<file path="src/rtl/bcd_counter_nd.sv">
// N-digit synchronous BCD up/down counter with load, sticky overflow and optional saturation.
// Define BCD_CNT_LATCH_EN to add the latch/q_latch capture register.
module bcd_counter_nd #(
    parameter int NUM_DIGITS = 6,
    parameter bit SATURATE   = 1'b0
) (
    input  logic                    clk,
    input  logic                    clr,
    input  logic                    ena,
    input  logic                    up_dn,
    input  logic                    load,
    input  logic [4*NUM_DIGITS-1:0] load_val,
`ifdef BCD_CNT_LATCH_EN
    input  logic                    latch,
    output logic [4*NUM_DIGITS-1:0] q_latch,
`endif
    output logic [4*NUM_DIGITS-1:0] q,
    output logic                    carry_out,
    output logic                    ovf
);

    logic [4*NUM_DIGITS-1:0] q_q, q_d;
    logic                    carry_q, carry_d;
    logic                    ovf_q, ovf_d;
    logic [4*NUM_DIGITS-1:0] step_val;
    logic [4*NUM_DIGITS-1:0] load_clamped;
    logic [3:0]              dig;
    logic [3:0]              ldig;
    logic                    run;
    logic                    term;

    // run carries "all lower digits are at their rollover value" up the chain
    always_comb begin
        step_val = q_q;
        run      = 1'b1;
        dig      = 4'd0;
        for (int i = 0; i < NUM_DIGITS; i++) begin
            dig = q_q[4*i +: 4];
            if (up_dn) begin
                if (run) step_val[4*i +: 4] = (dig == 4'd9) ? 4'd0 : dig + 4'd1;
                run = run & (dig == 4'd9);
            end else begin
                if (run) step_val[4*i +: 4] = (dig == 4'd0) ? 4'd9 : dig - 4'd1;
                run = run & (dig == 4'd0);
            end
        end
        term = run;
    end

    always_comb begin
        load_clamped = '0;
        ldig         = 4'd0;
        for (int i = 0; i < NUM_DIGITS; i++) begin
            ldig = load_val[4*i +: 4];
            load_clamped[4*i +: 4] = (ldig > 4'd9) ? 4'd9 : ldig;
        end
    end

    always_comb begin
        q_d     = q_q;
        carry_d = 1'b0;
        ovf_d   = ovf_q;
        if (load) begin
            q_d   = load_clamped;
            ovf_d = 1'b0;
        end else if (ena) begin
            if (term) begin
                ovf_d = 1'b1;
                if (!SATURATE) begin
                    q_d     = step_val;
                    carry_d = 1'b1;
                end
            end else begin
                q_d = step_val;
            end
        end
    end

    always_ff @(posedge clk) begin
        if (clr) begin
            q_q     <= '0;
            carry_q <= 1'b0;
            ovf_q   <= 1'b0;
        end else begin
            q_q     <= q_d;
            carry_q <= carry_d;
            ovf_q   <= ovf_d;
        end
    end

    assign q         = q_q;
    assign carry_out = carry_q;
    assign ovf       = ovf_q;

`ifdef BCD_CNT_LATCH_EN
    logic [4*NUM_DIGITS-1:0] q_latch_q, q_latch_d;

    // a capture wins over clear so a gate-end latch+clr keeps the final count
    always_comb begin
        q_latch_d = q_latch_q;
        if (latch)    q_latch_d = q_q;
        else if (clr) q_latch_d = '0;
    end

    always_ff @(posedge clk) begin
        q_latch_q <= q_latch_d;
    end

    assign q_latch = q_latch_q;
`endif

endmodule

</file>
<file path="config.mk">
export PLATFORM = sky130hd
export DESIGN_NAME = bcd_counter_nd
export DESIGN_NICKNAME = d
export VERILOG_FILES = /design/src/rtl/bcd_counter_nd.sv
export SDC_FILE = /design/constraint.sdc
export NUM_CORES = 1
export LEC_CHECK = 0
export ABC_AREA = 1
export BUFFER_PORTS_ARGS = -buffer_cell sky130_fd_sc_hd__buf_4
export CORE_ASPECT_RATIO = 1.5
export CORE_MARGIN = 2
export CORE_UTILIZATION = 39
export DETAILED_ROUTE_END_ITERATION = 6
export MAX_ROUTING_LAYER = met4
export SLEW_MARGIN = 20
export SYNTH_ARGS = -nofsm -noshare
export SYNTH_HDL_FRONTEND = slang
export SYNTH_SLANG_ARGS = --single-unit
</file>
<file path="constraint.sdc">
create_clock -name clk -period 1.2 [get_ports clk]
set_input_delay 0.24 -clock clk [delete_from_list [all_inputs] [get_ports clk]]
set_output_delay 0.24 -clock clk [all_outputs]
set_load 0.05 [all_outputs]
</file>
==> results of run 1 <==
==> worst max path at each step <==
stage	startpoint	endpoint	depth (start not counted)
finish	q[4]	q[21]	9
global route	q[1]	q[22]	10
CTS	q[4]	q[21]	10
detailed placement	q[4]	ovf	8
global placement	q[4]	q[18]	10
floorplan	q[7]	q[21]	10
==> flip-flops by register name, summed over array words and instances, names as in the netlist <==
| signal | cells |
|---|---|
| ovf | 1 |
| q | 24 |
| carry_out | 1 |
==> logic make-up (layout without fill, tap and decap cells) <==
family	count (synthesis)	count (layout)	share of synthesized area, %
xor gates and xnor gates	8	8	3.25
and+or+nand+nor	191	191	40.3
AOI/OAI and AO/OA	92	92	24.0
buffers and inverters	44	160	8.35
DFF	26	26	24.1
==> metal layers <==
layer  vias to the layer above  part of all wire [%]
li1                       1430                     -
met1                      1261                    41
met2                        61                    53
met3                        10                   3.7
met4                         0                   1.7
met5                         -                     0
==> cells in the mapped netlist (2+ instances only) <==
| cell type | number |
|---|---|
| a211oi_1 | 3 |
| a21oi_1 | 28 |
| a21oi_2 | 3 |
| a31oi_1 | 5 |
| buf_2 | 6 |
| clkbuf_1 | 4 |
| dfxtp_1 | 26 |
| inv_1 | 29 |
| inv_2 | 4 |
| nand2_1 | 89 |
| nand2_2 | 5 |
| nand2_4 | 2 |
| nand3_1 | 23 |
| nand3_2 | 3 |
| nand3b_1 | 2 |
| nor2_1 | 49 |
| nor2_2 | 5 |
| nor2_4 | 3 |
| nor3_1 | 5 |
| o211ai_1 | 4 |
| o21a_1 | 2 |
| o21ai_0 | 38 |
| o21ai_1 | 2 |
| o31ai_1 | 3 |
| or2_2 | 2 |
| xor2_1 | 7 |
==> power groups by stage <==
stage / clock network, mW / logic, mW / registers [mW]
final: 0.539 / 1.59 / 1.03
after global routing: 0.589 / 1.73 / 1.04
after CTS: 0.563 / 1.50 / 1.02
after detailed placement: 0 / 1.42 / 1.04
after global placement: 0 / 1.41 / 1.04
after floorplan: 0 / 0.589 / 1.29
==> critical path, delay by kind of cell, from the launching register on <==
kind             cells  cell delay, ns
and+or+nand+nor      9            0.94
DFF                  1            0.38
==> stage by stage <==
stage,cells,hold slack [ns]
6_report,547,0.195
3_3_place_gp,538,0.449
5_1_grt,547,0.196
3_5_place_dp,538,0.486
2_1_floorplan,361,0.394
4_1_cts,546,0.193
==> what timing repair did <==
action | CTS | global route
pin swaps | 10 | 13
setup buffers | 8 | 1
setup endpoints to repair | 35 | 40
gates resized for setup | 33 | 42
==> final cells by class <==
type	count	area, um2	area share [%]
Inverter	33	129	3.63
Timing Repair Buffer	123	1080	30.4
Tap cell	70	87.6	2.46
Multi-Input combinational cell	291	1620	45.6
Clock buffer	3	41.3	1.16
Sequential cell	26	593	16.7
Clock inverter	1	3.75	0.106
==> impl_metrics.py, run 1 <==
metrics = {
    "cells_and_area": {
        "synthToLayoutAreaGrowth_pct": 64.8,
        "fin_nets": 507,
        "final_cell_mix": "buf_4, nand2_1, nor2_1, o21ai_0, a21oi_1",
        "fin_area_um2": 3550,
        "num_antenna_cells": 0,
        "drive_above_1_share_pct": 44.2,
        "fin_util_pct": 65.7,
        "fillers": 532,
        "mostFrequentLayoutCell": "buf_4",
    },
    "hold_path": {
        "hp-class": "in2reg",
        "holdPathEnd": "q[11]",
        "holdPathStages": 2,
        "hold_start": "clr",
    },
    "power": {
        "ir_drop_mv": 0.481,
        "p_comb_share_pct": 50.3,
        "power.density_nw_per_um2": 887,
        "power_frac_clock_pct": 17.1,
        "finalPower_mw": 3.15,
        "netSwitchingFraction_pct": 40.7,
        "p_int_mw": 1.87,
        "leakage_nw": 1.66,
        "power_frac_seq_pct": 32.6,
        "power.switching_mw": 1.28,
    },
    "critical_path": {
        "r2r-end": "q[21]",
        "cp-start-kind": "flip-flop",
        "r2r-start": "q[4]",
        "ff2ff_setup_slack_ns": -0.22,
        "cp_slowest_cell": "dfxtp_4",
        "path_class": "reg2reg",
        "cp_common_cell": "nor2_4",
        "worst_ep_arrival_time_ns": 1.61,
        "crit_fanout": 7,
        "end_kind": "flip-flop",
        "cp_cell_sequence": "nor2_4 > nand3_2 > nand2_1 > nand2_2 > nor2_4 > nand4_4 > nand2_4 > and2_1 > nor2_1",
        "crit_required_ns": 1.39,
        "max_stage_delay_ns": 0.38,
        "r2r_cells": 9,
    },
    "sta": {
        "period_needed_ns": 1.42,
        "hold_viol_final": 0,
        "max_slew_margin_pct": 75.3,
        "rsz0062_at_grt": "yes",
        "worst_pin_slew_ns": 0.370,
        "setup_viol": 26,
        "clock-skew-final_ns": 0.0139,
        "setup_tns_ns": -3.99,
        "setup_ws_ns": -0.225,
        "fmax_mhz": 702,
        "maxSlewViolCount": 0,
        "layout_worst_path_cycle_share_pct": 119,
    },
    "logic_synthesis": {
        "synth_fp_nets": 390,
        "syn_inst": 361,
        "synth.largest_area_cell": "dfxtp_1",
        "netlist_top_cells_area": "dfxtp_1, nand2_1, o21ai_0",
        "synth-main-ff-cell": "dfxtp_1",
        "synth_warnings": 0,
        "ys_ff_latch": 26,
        "syn_area_per_cell_um2": 5.98,
        "yosys.cell_types.count": 35,
        "yosysSeqAreaShare_pct": 24.1,
        "async_flop_share_pct": 0,
        "netlist_area_um2": 2160,
        "synth-edff-count": 0,
        "synth_top_area_share_pct": 24.1,
    },
    "global_routing": {
        "grt_usage_pct": 23.2,
        "overflow": 0,
        "grt_pass1_wl_um": 11200,
        "top_usage_layer": "met2",
        "grt_util_met1_pct": 26.4,
        "met2_usage_pct": 43.9,
        "grt_max_degree": 19,
        "antenna_found_initial": 0,
        "use_met3_pct": 1.53,
        "grt_pass1_vias": 2578,
    },
    "routing": {
        "first_iter_violations": 101,
        "drc": 0,
        "drtPass1Iterations": 4,
        "wl_um": 6760,
        "via_per_inst": 5.05,
        "via_count": 2762,
        "wl_per_cell_um": 12.4,
        "detail-route-antenna-nets": 0,
    },
    "floorplan": {
        "die_h_um": 95.1,
        "rows": 33,
        "die_area_um2": 6150,
        "core_area_um2": 5410,
        "die_w_um": 64.7,
        "start_util_pct": 39.9,
        "ios": 55,
    },
    "clock_network": {
        "path_clk_slew_ns": 0.11,
        "clockBufferDepth": 2,
        "cts.htree.levels": 1,
        "cts_tree": "done",
        "numCtsBuffers": 3,
        "ctsHoldBuffers": 0,
        "cts-root-buf": "clkbuf_8",
        "cts.sinks": 26,
        "clk_latency_ns": 0.28,
    },
    "outcome": {
        "violations": "setup timing",
        "outcome": "finished, violations left",
    },
    "placement": {
        "gp_congestion": 0.909,
        "place_area_um2": 3190,
        "dp_hpwl_um": 5260,
        "preCtsSetupSlack_ns": -0.290,
        "io_buffer_count": 54,
    },
    "job": {
        "maxCapViolCount": 0,
    },
}
No activity file was read; power rests on OpenSTA's default activity.
==> inputs of run 2 (changes only) <==
--- a/config.mk
+++ b/config.mk
@@ -12,6 +12,7 @@
 export CORE_UTILIZATION = 39
 export DETAILED_ROUTE_END_ITERATION = 6
 export MAX_ROUTING_LAYER = met4
+export SETUP_SLACK_MARGIN = 0.05
 export SLEW_MARGIN = 20
 export SYNTH_ARGS = -nofsm -noshare
 export SYNTH_HDL_FRONTEND = slang
==> impl_metrics.py, run 2 (same netlist as run 1, synthesis figures left out) <==
metrics = {
    "global_routing": {
        "grt_util_met1_pct": 28.5,
        "grt_pass1_vias": 2836,
        "grt_usage_pct": 25.7,
        "use_met3_pct": 1.77,
        "grt_pass1_wl_um": 12300,
        "grt_max_degree": 19,
        "overflow": 0,
        "antenna_found_initial": 0,
        "met2_usage_pct": 49.2,
        "top_usage_layer": "met2",
    },
    "critical_path": {
        "ff2ff_setup_slack_ns": -0.25,
        "r2r-start": "q[0]",
        "crit_fanout": 5,
        "crit_required_ns": 1.38,
        "r2r_cells": 10,
        "end_kind": "flip-flop",
        "path_class": "reg2reg",
        "cp-start-kind": "flip-flop",
        "startpoint": "q[0]",
        "r2r-end": "q[17]",
        "worst_ep_arrival_time_ns": 1.63,
    },
    "cells_and_area": {
        "fin_nets": 522,
        "final_cell_mix": "buf_4, nand2_1, nor2_1, o21ai_0, buf_6",
        "drive_above_1_share_pct": 46.7,
        "fillers": 477,
        "mostFrequentLayoutCell": "buf_4",
        "final_cells": 562,
        "num_antenna_cells": 0,
        "synthToLayoutAreaGrowth_pct": 77.5,
        "largest_reg_flops": 24,
    },
    "routing": {
        "first_iter_violations": 111,
        "wl_per_cell_um": 13.1,
        "drtPass1Iterations": 4,
        "via_count": 2863,
        "wl_um": 7340,
        "via_per_inst": 5.09,
        "detail-route-antenna-nets": 0,
        "drc": 0,
    },
    "sta": {
        "worst_pin_slew_ns": 0.415,
        "fmax_mhz": 688,
        "hold_viol_final": 0,
        "layout_worst_path_cycle_share_pct": 121,
        "maxSlewViolCount": 0,
        "period_needed_ns": 1.45,
        "max_slew_margin_pct": 72.3,
        "setup_viol": 26,
        "rsz0062_at_grt": "yes",
        "holdWs_ns": 0.205,
        "setup_ws_ns": -0.255,
        "clock-skew-final_ns": 0.00283,
    },
    "placement": {
        "numPlacedInstances": 542,
        "gp_congestion": 0.889,
        "io_buffer_count": 54,
        "dp_hpwl_um": 5430,
        "preCtsSetupSlack_ns": -0.238,
    },
    "hold_path": {
        "hold_start": "clr",
        "hp-class": "in2reg",
        "holdPathEnd": "q[11]",
        "holdPathStages": 2,
    },
    "clock_network": {
        "numCtsBuffers": 3,
        "cts.sinks": 26,
        "clockBufferDepth": 2,
        "ctsHoldBuffers": 0,
        "cts.htree.levels": 1,
        "cts_tree": "done",
        "path_clk_slew_ns": 0.10,
        "clk_latency_ns": 0.27,
        "cts-root-buf": "clkbuf_8",
    },
    "power": {
        "ir_drop_mv": 0.513,
        "leakage_nw": 1.78,
        "power.density_nw_per_um2": 872,
        "finalPower_mw": 3.34,
    },
    "outcome": {
        "outcome": "finished, violations left",
        "violations": "setup timing",
    },
    "floorplan": {
        "die_area_um2": 6150,
        "core_area_um2": 5410,
        "start_util_pct": 39.9,
        "rows": 33,
        "die_h_um": 95.1,
        "ios": 55,
        "die_w_um": 64.7,
    },
    "job": {
        "maxCapViolCount": 0,
    },
}
-- run 2: changes by cell type in the layout (fill, tap and decap cells not counted), sizes merged --
cell / change
buf: +15
-- run 2: final cells by class --
cell class | count | area, um2 | area share (%)
clock buffer | 3 | 41.3 | 1.08
clock inverter | 1 | 3.75 | 0.0980
inverter | 33 | 129 | 3.37
multi-input combinational | 291 | 1650 | 43.0
sequential | 26 | 596 | 15.6
tap | 70 | 87.6 | 2.29
timing repair buffer | 138 | 1330 | 34.6
-- run 2: how the worst max path moves through the flow --
stage / end / depth (start not counted)
6_report: q[17] / 10
3_5_place_dp: q[19] / 11
3_3_place_gp: q[18] / 10
4_1_cts: q[16] / 10
2_1_floorplan: q[21] / 10
5_1_grt: q[21] / 9
-- run 2: critical path, stage by stage, from the launching register on --
cell and delay (ns):
dfxtp_4 0.38, nor2_4 0.12, nand3_2 0.11, nand2_4 0.11
nand2_4 0.06, nor2_4 0.17, nand3_2 0.11, nand2_4 0.12
inv_4 0.06, nor2_1 0.08, nor2_1 0.05
-- run 2: layer usage --
layer	routed length, um	part of all wire, %
met1	2870	39
met3	202	2.8
met2	4180	57
met5	0	0
met4	90	1.2
-- run 2: stage by stage --
step                      setup TNS [ns]  cell area (um2)  utilization, %
after floorplan                    -2.83             2250               -
after global routing               -6.84             3830            70.8
final                              -4.46             3830            70.8
after detailed placement           -4.72             3230            59.7
after global placement             -4.02             3230            59.7
after CTS                          -3.64             3640            67.3
-- run 2: what timing repair did --
item	4_1_cts	5_1_grt
resized for setup	75	48
pin swaps	14	22
endpoints found under the setup margin	44	46
setup buffers	11	7
-- run 2: power by group --
part	switching, mW	leakage [nW]	internal (mW)
combinational	0.944	1.53	0.826
sequential	0.0990	0.228	0.934
clock	0.307	0.0231	0.230
total	1.35	1.78	1.99
==> inputs of run 3 (changes only) <==
--- a/config.mk
+++ b/config.mk
@@ -13,6 +13,7 @@
 export DETAILED_ROUTE_END_ITERATION = 6
 export MAX_ROUTING_LAYER = met4
 export SETUP_SLACK_MARGIN = 0.05
+export SKIP_LAST_GASP = 1
 export SLEW_MARGIN = 20
 export SYNTH_ARGS = -nofsm -noshare
 export SYNTH_HDL_FRONTEND = slang
==> impl_metrics.py, run 3 (same netlist as run 1, synthesis figures left out) <==
metrics = {
    "outcome": {
        "outcome": "finished, violations left",
        "violations": "setup timing",
    },
    "cells_and_area": {
        "multiInputGateArea_um2": 1640,
        "seqCellArea_um2": 593,
        "fin_nets": 523,
        "final_cell_mix": "buf_4, nand2_1, nor2_1, o21ai_0, a21oi_1",
        "fin_area_um2": 3810,
        "fillers": 474,
        "num_antenna_cells": 0,
        "synthToLayoutAreaGrowth_pct": 76.7,
        "largest_reg_flops": 24,
        "mostFrequentLayoutCell": "buf_4",
        "drive_above_1_share_pct": 46.5,
    },
    "hold_path": {
        "holdPathEnd": "q[11]",
        "holdPathStages": 2,
        "hold_start": "clr",
        "hp-class": "in2reg",
    },
    "critical_path": {
        "cp_common_cell": "nand2_4",
        "cp-start-kind": "flip-flop",
        "path_class": "reg2reg",
        "worst_ep_arrival_time_ns": 1.61,
        "r2r_cells": 10,
        "r2r-start": "q[0]",
        "max_stage_delay_ns": 0.38,
        "crit_fanout": 5,
        "ff2ff_setup_slack_ns": -0.23,
        "cp_cell_sequence": "nor2_4 > nand3_2 > nand2_4 > nand2_4 > nor2_4 > nand3_2 > nand2_4 > inv_4 > nor2_1 > nor2_1",
        "cp_slowest_cell": "dfxtp_4",
        "crit_required_ns": 1.38,
        "r2r-end": "q[17]",
        "end_kind": "flip-flop",
    },
    "job": {
        "maxCapViolCount": 0,
    },
    "clock_network": {
        "clockBufferDepth": 2,
        "numCtsBuffers": 3,
        "cts.htree.levels": 1,
        "cts.sinks": 26,
        "cts_tree": "done",
        "path_clk_slew_ns": 0.10,
        "cts-root-buf": "clkbuf_8",
        "ctsHoldBuffers": 0,
        "clk_latency_ns": 0.27,
    },
    "power": {
        "p_comb_share_pct": 52.9,
        "leakage_nw": 1.78,
        "power.density_nw_per_um2": 874,
        "ir_drop_mv": 0.510,
        "power_frac_clock_pct": 16.1,
        "netSwitchingFraction_pct": 40.5,
        "power.switching_mw": 1.35,
        "power_frac_seq_pct": 31.0,
        "p_int_mw": 1.98,
    },
    "sta": {
        "max_slew_margin_pct": 71.8,
        "layout_worst_path_cycle_share_pct": 119,
        "clock-skew-final_ns": 0.00403,
        "holdWs_ns": 0.204,
        "worst_pin_slew_ns": 0.422,
        "hold_viol_final": 0,
        "setup_tns_ns": -3.95,
        "setup_viol": 26,
        "period_needed_ns": 1.43,
        "maxSlewViolCount": 0,
        "setup_ws_ns": -0.234,
        "fmax_mhz": 697,
        "rsz0062_at_grt": "yes",
    },
    "routing": {
        "wl_per_cell_um": 13.1,
        "drtPass1Iterations": 4,
        "drc": 0,
        "via_per_inst": 5.07,
        "detail-route-antenna-nets": 0,
        "first_iter_violations": 90,
        "wl_um": 7380,
        "via_count": 2854,
    },
    "placement": {
        "gp_congestion": 0.889,
        "preCtsSetupSlack_ns": -0.238,
        "dp_hpwl_um": 5430,
        "place_area_um2": 3230,
        "io_buffer_count": 54,
    },
    "floorplan": {
        "rows": 33,
        "die_h_um": 95.1,
        "die_w_um": 64.7,
        "ios": 55,
        "start_util_pct": 39.9,
        "core_area_um2": 5410,
        "die_area_um2": 6150,
    },
    "global_routing": {
        "grt_pass1_vias": 2830,
        "antenna_found_initial": 0,
        "grt_pass1_wl_um": 12300,
        "overflow": 0,
        "grt_max_degree": 19,
        "grt_usage_pct": 25.7,
    },
}
-- run 3: changes by cell type in the layout (fill, tap and decap cells not counted), sizes merged --
cell	previous run	this run
buf	138	139
-- run 3: cell type report --
cell class                 count  share of cell area [%]
multi-input combinational    291                    43.0
sequential                    26                    15.6
clock inverter                 1                  0.0985
timing repair buffer         139                    34.6
clock buffer                   3                    1.08
inverter                      33                    3.38
tap                           70                    2.30
-- run 3: worst max path at each step --
stage                      from     to  slack [ns]
after floorplan            q[7]  q[21]       -0.22
after global placement    up_dn  q[18]       -0.23
after detailed placement   q[7]  q[19]       -0.24
after CTS                  q[4]  q[16]       -0.21
after global routing      q[17]  q[21]       -0.33
final                      q[0]  q[17]       -0.23
-- run 3: stage by stage --
step	power [mW]	instances	utilization (%)
floorplan	1.88	361	-
global placement	2.47	542	59.7
detailed placement	2.48	542	59.7
CTS	3.21	557	66.9
global route	3.53	563	70.5
finish	3.33	563	70.5
-- run 3: power by group through the flow --
stage	clock (mW)	sequential, mW	combinational (mW)
after floorplan	0	1.29	0.589
after global placement	0	1.04	1.43
after detailed placement	0	1.04	1.44
after CTS	0.543	1.02	1.64
after global routing	0.575	1.04	1.92
final	0.537	1.03	1.76
-- run 3: worst max-delay path, delay by kind of cell (launching register included) --
family | cells | cell delay (ns)
and+or+nand+nor | 9 | 0.91
DFF | 1 | 0.38
buffers and inverters | 1 | 0.06
-- run 3: repair_timing --
| action | 4_1_cts | 5_1_grt |
|---|---|---|
| pin swaps | 14 | 17 |
| buffers inserted | 11 | 9 |
| resized for setup | 69 | 47 |
| setup endpoints to repair | 44 | 46 |
-- run 3: per-layer routing --
metal  up-vias  part of all wire [%]  track usage [%]
li1       1457                     -                -
met4         0                   1.2             6.38
met3         9                   3.0             1.77
met5         -                     0                -
met1      1322                    39             28.5
met2        66                    57             49.2
